### src/rtl/sp_ram_arbiter.sv
// Round-robin arbiter sharing one single-port RAM (1-cycle read latency) between NUM_REQ clients.
// Grant and RAM drive are combinational; read-valid and requester id are registered.
module sp_ram_arbiter #(
  parameter int unsigned NUM_REQ    = 4,
  parameter int unsigned ADDR_WIDTH = 6,
  parameter int unsigned DATA_WIDTH = 8,
  parameter int unsigned ID_WIDTH   = 2
) (
  input  logic                          clk,
  input  logic                          rst,
  input  logic [NUM_REQ-1:0]            req,
  input  logic [NUM_REQ-1:0]            req_we,
  input  logic [NUM_REQ*ADDR_WIDTH-1:0] req_addr,
  input  logic [NUM_REQ*DATA_WIDTH-1:0] req_wdata,
  output logic [NUM_REQ-1:0]            gnt,
  output logic [NUM_REQ-1:0]            rvalid,
  output logic [DATA_WIDTH-1:0]         rdata,
  output logic [ID_WIDTH-1:0]           rid,
  output logic                          ram_we,
  output logic [ADDR_WIDTH-1:0]         ram_addr,
  output logic [DATA_WIDTH-1:0]         ram_data,
  input  logic [DATA_WIDTH-1:0]         ram_q
);

  logic [ID_WIDTH-1:0] ptr_q, ptr_d;
  logic [ID_WIDTH-1:0] win;
  logic                any_gnt;
  int unsigned         scan_idx;

  logic [NUM_REQ-1:0]  rvalid_q, rvalid_d;
  logic [ID_WIDTH-1:0] rid_q, rid_d;

  // Scan from the priority pointer; the first requester found wins.
  always_comb begin
    scan_idx = 0;
    win      = '0;
    any_gnt  = 1'b0;
    gnt      = '0;
    for (int unsigned k = 0; k < NUM_REQ; k++) begin
      scan_idx = (32'(ptr_q) + k) % NUM_REQ;
      if (!any_gnt && req[scan_idx]) begin
        any_gnt = 1'b1;
        win     = ID_WIDTH'(scan_idx);
      end
    end
    if (any_gnt) begin
      gnt[win] = 1'b1;
    end
  end

  always_comb begin
    ptr_d = ptr_q;
    if (any_gnt) begin
      ptr_d = (win == ID_WIDTH'(NUM_REQ - 1)) ? '0 : win + 1'b1;
    end
  end

  // Idle cycles park the RAM on address 0 with the write disabled.
  always_comb begin
    ram_we   = 1'b0;
    ram_addr = '0;
    ram_data = '0;
    if (any_gnt) begin
      ram_we   = req_we[win];
      ram_addr = req_addr[win*ADDR_WIDTH +: ADDR_WIDTH];
      ram_data = req_wdata[win*DATA_WIDTH +: DATA_WIDTH];
    end
  end

  always_comb begin
    rvalid_d = gnt & ~req_we;
    rid_d    = rid_q;
    if (any_gnt && !req_we[win]) begin
      rid_d = win;
    end
  end

  // A write granted during reset still reaches the RAM; only the response state is cleared.
  always_ff @(posedge clk) begin
    if (rst) begin
      ptr_q    <= '0;
      rvalid_q <= '0;
      rid_q    <= '0;
    end else begin
      ptr_q    <= ptr_d;
      rvalid_q <= rvalid_d;
      rid_q    <= rid_d;
    end
  end

  assign rvalid = rvalid_q;
  assign rid    = rid_q;
  assign rdata  = ram_q;

endmodule

### config.mk
export PLATFORM = sky130hd
export DESIGN_NAME = sp_ram_arbiter
export DESIGN_NICKNAME = d
export VERILOG_FILES = /design/src/rtl/sp_ram_arbiter.sv
export SDC_FILE = /design/constraint.sdc
export NUM_CORES = 1
export LEC_CHECK = 0
export BUFFER_PORTS_ARGS = -buffer_cell sky130_fd_sc_hd__buf_2
export CAP_MARGIN = 20
export CORE_MARGIN = 5
export CORE_UTILIZATION = 37
export CTS_CLUSTER_SIZE = 10
export DETAILED_ROUTE_END_ITERATION = 10
export GPL_TIMING_DRIVEN = 0
export PLACE_DENSITY = 0.82
export REMOVE_ABC_BUFFERS = 1
export SLEW_MARGIN = 20
export SYNTH_ARGS = -nofsm -noshare
export SYNTH_HDL_FRONTEND = slang
export SYNTH_SLANG_ARGS = --single-unit
### constraint.sdc
create_clock -name clk -period 3.3 [get_ports clk]
set_input_delay 0.495 -clock clk [delete_from_list [all_inputs] [get_ports clk]]
set_output_delay 0.495 -clock clk [all_outputs]
set_load 0.01 [all_outputs]
* Yosys cells after proc, flatten, opt, wreduce, memory -nomap -nowiden
Index checks and enable logic that the tools add are counted.
Cells by class: add/subtract/negate cells 4, shift-type cells 2, eq/ne operators 1, div/mod/pow operators 0, bitwise operators 2, multiply operators 1, multiplexer cells 25, reductions and logical operators 9, magnitude comparators 6
Operators by type and width (count):
- variable part select 32 x 6 -> 8 bit | 1
- variable part select 24 x 6 -> 6 bit | 1
- less-than comparator 2 x 3 -> 1 bit (second input constant) | 5
- 2-to-1 mux 1 bit | 11
- binary-select mux 1 bit (select 2 bit) | 5
- 2-to-1 mux 2 bit | 5
- 2-to-1 mux 8 bit | 1
- 2-to-1 mux 6 bit | 1
- logical AND 1 bit | 5
- adder 2 x 1 -> 2 bit (second input constant) | 2
- adder 2 bit (second input constant) | 2
- bitwise AND 4 bit | 1
- logical NOT 1 bit | 4
- multiplier 2 x 2 -> 4 bit (second input constant) | 1
- 2-to-1 mux 4 bit | 1
- inverter 4 bit | 1
- demux 1 bit (select 2 bit) | 1
- == test 2 bit (second input constant) | 1
- greater-or-equal comparator 2 x 1 -> 1 bit (second input constant) | 1
Storage, ports and cells: input port bits 74, RAM bits 0, bits in latches 0, memories 0, bits in registers 8, memory bits (read-only) 0, logic and storage cells 53

* Logic depth before layout (Yosys ltp)
Gate-level depths: netlist of run 1.
word-level depth 18, depth in mapped cells 9

* Worst setup path after synthesis of run 1
OpenSTA, ideal clock, no wires.
kind input-to-output, start input port req[0], end output port ram_addr[0], arrival 1801 ps, path buffers 2, data required time 2805 ps, cell stages on the path 8, path slack 1004 ps, cell sequence a21oi_2 > o21a_1 > o22ai_4 > inv_2 > buf_2 > buf_6 > and3_1 > a311oi_1
On the way: cells in the longest elaborated chain, start to end 15
RTL lines:
- from (decl) | line 11 | input logic [NUM_REQ-1:0] req,
- binary-select mux 1 bit (select 2 bit) | line 41 | if (!any_gnt && req[scan_idx]) begin
- 2-to-1 mux 1 bit (not written as such) | line 41
- 2-to-1 mux 1 bit | line 41
- logical NOT 1 bit | line 41
- logical AND 1 bit | line 41
- 2-to-1 mux 1 bit | line 41
- logical NOT 1 bit | line 41
- logical AND 1 bit | line 41
- 2-to-1 mux 1 bit | line 41
- logical NOT 1 bit | line 41
- logical AND 1 bit | line 41
- 2-to-1 mux 2 bit | line 41
- multiplier 2 x 2 -> 4 bit | line 65 | ram_addr = req_addr[win*ADDR_WIDTH +: ADDR_WIDTH];
- variable part select 24 x 6 -> 6 bit | line 65
- 2-to-1 mux 6 bit * | line 63 | if (any_gnt) begin
- to (decl) | line 20 | output logic [ADDR_WIDTH-1:0] ram_addr,
Mark *: on every way between the ends. The rest lies on a longest branch, timed or not. The select of a mux whose other input is x is not followed.

* Worst setup path in the final report of run 1
start register ptr_q[1], end output port ram_addr[5]
On the way: cells in the longest elaborated chain, start to end 15
RTL lines:
- from (decl) | line 25 | logic [ID_WIDTH-1:0] ptr_q, ptr_d;
- from (signal assigned) | line 85 | ptr_q <= ptr_d;
- parallel branches: the longest is 14 deep, another holds multiplier 2 x 2 -> 4 bit
- 2-to-1 mux 6 bit * | line 63
Mark *: on every way between the ends. The select of a mux whose other input is x is not followed.

==> results.cfg, run 1 <==
[sta]
setup_viol = 0
tightest_slew_ns = 0.652
drv_slew = 0
fin_hold_ws_ns = 0.412
finalHoldViolCount = 0
max_freq_mhz = 327
min_period_ns = 3.06
maxSlewHeadroom_pct = 56.2
tns_ns = 0
rsz0062_at_grt = no
fin_skew_ns = 0.00737
fin_ws_ns = 0.240
period_share_pct = 92.7

[power_and_ir_drop]
powerDensity_nw_per_um2 = 385
power.leakage_nw = 0.796
p_total_mw = 0.548
vdd_drop_max_uv = 270

[die]
core_um2 = 2520
fp-row-count = 18
die_area_um2 = 3830
die-height_um = 61.9
die_w_um = 61.9
io_pins = 107
start_util_pct = 39.4

[setup_path]
path_class = register to output port
endpoint_kind = output port
path_max_fanout = 34
rr_startpoint = ptr_q[1]$_SDFFE_PP0P_
cp.required_ns = 2.80
r2r-end = rid[0]$_SDFFE_PP0P_
rr_worst_depth = 7
cp.arrival_ns = 2.56
regToRegSetupSlack_ns = 0.91
start_kind = register

[logic_synthesis]
syn_avg_cell_area_um2 = 6.42
yosys.area_share.simple_pct = 43.9
yosysSeqAreaShare_pct = 16.1
yosys.area.top_type_share_pct = 23.0
syn_area_um2 = 995
async_reset_ff_share_pct = 0
synthMuxAreaShare_pct = 1.01
netlist_top_cells_area = nand2_1 23%, dfxtp_1 16%, a311oi_1 12%
synth_top_area_cell = nand2_1
yosys_warnings = 0
synth-edff-count = 0
synth_compound_area_share_pct = 24.3
synth_xor_area_share_pct = 0
synth_ff_type = dfxtp_1
synthAdderAreaFrac_pct = 1.26
netlist_instances = 155
synth-seq-cells = 8
yosysUniqueCellTypes = 36
synth_top_family_by_area = simple AND/OR/NAND/NOR gates

[place]
gp_routability_congestion = 0.746
dp_slack_ns = -0.117
place.port_buffers = 90
hpwl_um = 2750

[finish]
fillers = 269
regArea_um2 = 160
final_nets = 307
multi_input_area_um2 = 717
drive_gt1_share_pct = 43.9
n_antenna_cell = 0
area_growth_pct = 43.0

[drt]
ant_nets = 0
wl_um = 3610
drt_iter0_drc = 69
routed-via-count = 1372
wire_per_inst_um = 13.9
drtPass1Iterations = 4
drc = 0
viasPerCell = 5.28

[clock_network]
clock-sinks = 8
cts_buffers = 3
cts_max_level = 1
clkLatencyLatePin_ns = 0.26
cts_root_buffer = clkbuf_4
hold_buffers = 0
cts_buffer_depth = 2
clk_pin_slew_ns = 0.06
cts_tree = done

[hold_path]
min_path_cells = 2
min_from = req_we[1]
holdPathEnd = rvalid[1]$_SDFF_PP0_
min_path_type = input pin to register

[global_route]
grt_max_degree = 35
grt_pass1_wl_um = 5500
overflow = 0
antenna_found_initial = 0
grt_pass1_vias = 1273
grt_usage_pct = 18.7

[flow_run]
maxCapViolCount = 0

[run_status]
status = completed
metrics by stage:
step	cell area, um^2	instances	util [%]
global route	1420	260	56.4
floorplan	880	136	-
finish	1420	260	56.4
detailed placement	1390	257	55.0
CTS	1420	260	56.4
global placement	1370	256	54.2
worst max-delay path, stage by stage, from the launching register on:
cell and delay (ns):
dfxtp_1 0.48, mux2i_1 0.26, or2_1 0.17, nand3_4 0.33
inv_6 0.35, nand2_1 0.08, and3_1 0.17, a311oi_1 0.28
buf_2 0.19
routing by layer:
metal | track usage (%) | vias up | part of all wire (%)
met5 | 0 | - | 0
met3 | 7.44 | 2 | 11
met4 | 2.73 | 0 | 0.47
li1 | - | 691 | -
met2 | 32.9 | 74 | 48
met1 | 21.9 | 605 | 40
Yosys cell counts (all sizes together) (2+ instances only):
cell type,instances
clkbuf,3
dfxtp,8
and3,15
nor4,2
buf,16
nand2,61
nor3b,2
a311oi,14
nor2,3
nor3,4
a211oi,2
a21oi,5
inv,4
repair_timing:
action                     CTS  global route
setup endpoints to repair   16             0
buffers inserted             0             0
resized for setup            3             0
sequential cells by signal, summed over array words and instances (netlist names):
signal	count
rvalid	4
ptr_q	2
rid	2
worst max path at each step:
stage	start	end	slack [ns]
finish	ptr_q[1]$_SDFFE_PP0P_	ram_addr[5]	0.24
global route	ptr_q[1]$_SDFFE_PP0P_	ram_addr[5]	0.04
CTS	ptr_q[1]$_SDFFE_PP0P_	ram_addr[5]	0.20
detailed placement	req[0]	ram_addr[5]	-0.12
global placement	req[0]	ram_addr[4]	-0.05
floorplan	ptr_q[1]$_SDFFE_PP0P_	ram_addr[0]	0.55
logic make-up (layout without fill, tap and decap cells):
logic type / count (synthesis) / in the layout
and+or+nand+nor: 93 / 93
AOI/OAI and AO/OA: 28 / 28
buffers and inverters: 24 / 99
DFF: 8 / 8
adders and majority gates: 1 / 1
muxes: 1 / 1
power breakdown:
group | leakage (nW) | internal, mW | switching (mW)
clock | 0.0138 | 0.0417 | 0.0346
combinational | 0.717 | 0.153 | 0.202
sequential | 0.0656 | 0.107 | 0.00922
area by class of cell:
class	count	share of cell area (%)
clock buffers	3	1.58
flip-flops and latches	8	11.3
well taps	30	2.64
inverters	5	1.67
repair buffers	91	32.5
multi-input cells	123	50.4
layout by cell type (no fill, tap or decap), types with 2 or more instances in the layout:
| master | n |
|---|---|
| buf_2 | 90 |
| nand2_1 | 61 |
| and3_1 | 15 |
| a311oi_1 | 14 |
| dfxtp_1 | 8 |
| a21oi_1 | 4 |
| nor2_1 | 3 |
| nor3_1 | 3 |
| clkbuf_4 | 3 |
| inv_1 | 2 |
| a211oi_1 | 2 |
| nor3b_1 | 2 |
(Power assumes the default switching activity.)
==> run 2: changes to the inputs <==
--- a/config.mk
+++ b/config.mk
@@ -5,13 +5,14 @@
 export SDC_FILE = /design/constraint.sdc
 export NUM_CORES = 1
 export LEC_CHECK = 0
-export BUFFER_PORTS_ARGS = -buffer_cell sky130_fd_sc_hd__buf_2
+export BUFFER_PORTS_ARGS = -buffer_cell sky130_fd_sc_hd__buf_4
 export CAP_MARGIN = 20
 export CORE_MARGIN = 5
 export CORE_UTILIZATION = 37
 export CTS_CLUSTER_SIZE = 10
 export DETAILED_ROUTE_END_ITERATION = 10
 export GPL_TIMING_DRIVEN = 0
+export MAX_ROUTING_LAYER = met4
 export PLACE_DENSITY = 0.82
 export REMOVE_ABC_BUFFERS = 1
 export SLEW_MARGIN = 20
==> results.cfg, run 2 (synthesis gave the netlist of run 1 again) <==
[run_status]
status = completed

[finish]
n_antenna_cell = 0
final_cells = 260
area_growth_pct = 65.7
drive_gt1_share_pct = 43.9
final_nets = 307
final_area_um2 = 1650
largest_reg_flops = 4
final_util_pct = 65.3
layout_common_cells = 90 x buf_4, 61 x nand2_1, 15 x and3_1
final_common_cell = buf_4

[die]
io_pins = 107
fp-row-count = 18
core_um2 = 2520
die-height_um = 61.9
start_util_pct = 39.4
die_area_um2 = 3830
die_w_um = 61.9

[place]
place.port_buffers = 90
dp_slack_ns = -0.0330
gp_routability_congestion = 0.727
dp_cells = 257
hpwl_um = 2840
place_area_um2 = 1610

[sta]
drv_slew = 0
fin_skew_ns = 0.00604
rsz0062_at_grt = no
max_freq_mhz = 329
period_share_pct = 92.1
tightest_slew_ns = 0.563
min_period_ns = 3.04
finalHoldViolCount = 0
tns_ns = 0
setup_viol = 0
fin_hold_ws_ns = 0.406
maxSlewHeadroom_pct = 62.5
fin_ws_ns = 0.261

[setup_path]
cp.arrival_ns = 2.54
regToRegSetupSlack_ns = 0.91
max_stage_delay_ns = 0.49
crit_path_top_delay_cell = dfxtp_1
cp-startpoint = ptr_q[1]$_SDFFE_PP0P_
path_cells = mux2i_1, or2_1, nand3_4, inv_6, nand2_1, and3_1, a311oi_1, buf_4
critical_path_buf_inv_count = 2
r2r-end = rid[0]$_SDFFE_PP0P_
cp.required_ns = 2.80
path_max_fanout = 34
rr_startpoint = ptr_q[1]$_SDFFE_PP0P_
rr_worst_depth = 7
crit_family = simple AND/OR/NAND/NOR gates
start_kind = register
path_class = register to output port
endpoint_kind = output port

[drt]
ant_nets = 0
wire_per_inst_um = 14.1
routed-via-count = 1385
drt_iter0_drc = 60
viasPerCell = 5.33
drtPass1Iterations = 4
wl_um = 3680
drc = 0

[clock_network]
hold_buffers = 0
cts_resized = 3
clock-sinks = 8
cts_max_level = 1
cts_root_buffer = clkbuf_4
clkLatencyLatePin_ns = 0.25
cts_tree = done
cts_setup_buffers = 0
cts_buffers = 3
cts_buffer_depth = 2
clk_pin_slew_ns = 0.06

[hold_path]
holdPathEnd = rvalid[3]$_SDFF_PP0_
min_path_type = input pin to register
min_path_cells = 2
min_from = req_we[3]

[global_route]
grt-busiest-layer = met2
grt_pass1_wl_um = 5450
use_met2_pct = 34.1
overflow = 0
antenna_found_initial = 0
grt_usage_pct = 19.2
met1_usage_pct = 20.8
met3_usage_pct = 6.61
grt_max_degree = 35
grt_pass1_vias = 1301

[power_and_ir_drop]
power.leakage_nw = 0.867
p_total_mw = 0.604
powerDensity_nw_per_um2 = 366
pwr-share-clk_pct = 12.1
vdd_drop_max_uv = 300
power_frac_seq_pct = 19.5
swShare_pct = 40.9
switching_power_mw = 0.247
p_comb_share_pct = 68.4
p_int_mw = 0.357

[flow_run]
maxCapViolCount = 0
run 2: cell count changes in the layout (fill, tap and decap cells not counted):
cell,before,now
buf_4,0,90
buf_2,90,0
run 2: cell type report:
cell class / count / area (um^2)
Fill cell: 255 / 875
Multi-Input combinational cell: 123 / 717
Timing Repair Buffer: 91 / 687
Sequential cell: 8 / 160
Tap cell: 30 / 37.5
Inverter: 5 / 23.8
Clock buffer: 3 / 22.5
run 2: layer usage:
layer	wire (um)	part of all wire [%]
met1	1400	38
met2	1840	50
met3	419	11
met4	21	0.57
met5	0	0
run 2: power groups by stage:
stage | sequential, mW | clock (mW) | combinational (mW)
finish | 0.117 | 0.0733 | 0.413
global route | 0.119 | 0.0811 | 0.457
CTS | 0.118 | 0.0761 | 0.417
detailed placement | 0.120 | 0 | 0.410
global placement | 0.119 | 0 | 0.407
floorplan | 0.121 | 0 | 0.206
run 2: worst max-delay path by stage:
stage | slack (ns) | endpoint | cells past startpoint
final | 0.26 | ram_addr[4] | 8
after global routing | 0.05 | ram_data[6] | 8
after CTS | 0.26 | ram_addr[4] | 8
after detailed placement | -0.03 | ram_addr[4] | 9
after global placement | -0.06 | ram_addr[4] | 9
after floorplan | 0.55 | ram_addr[0] | 7
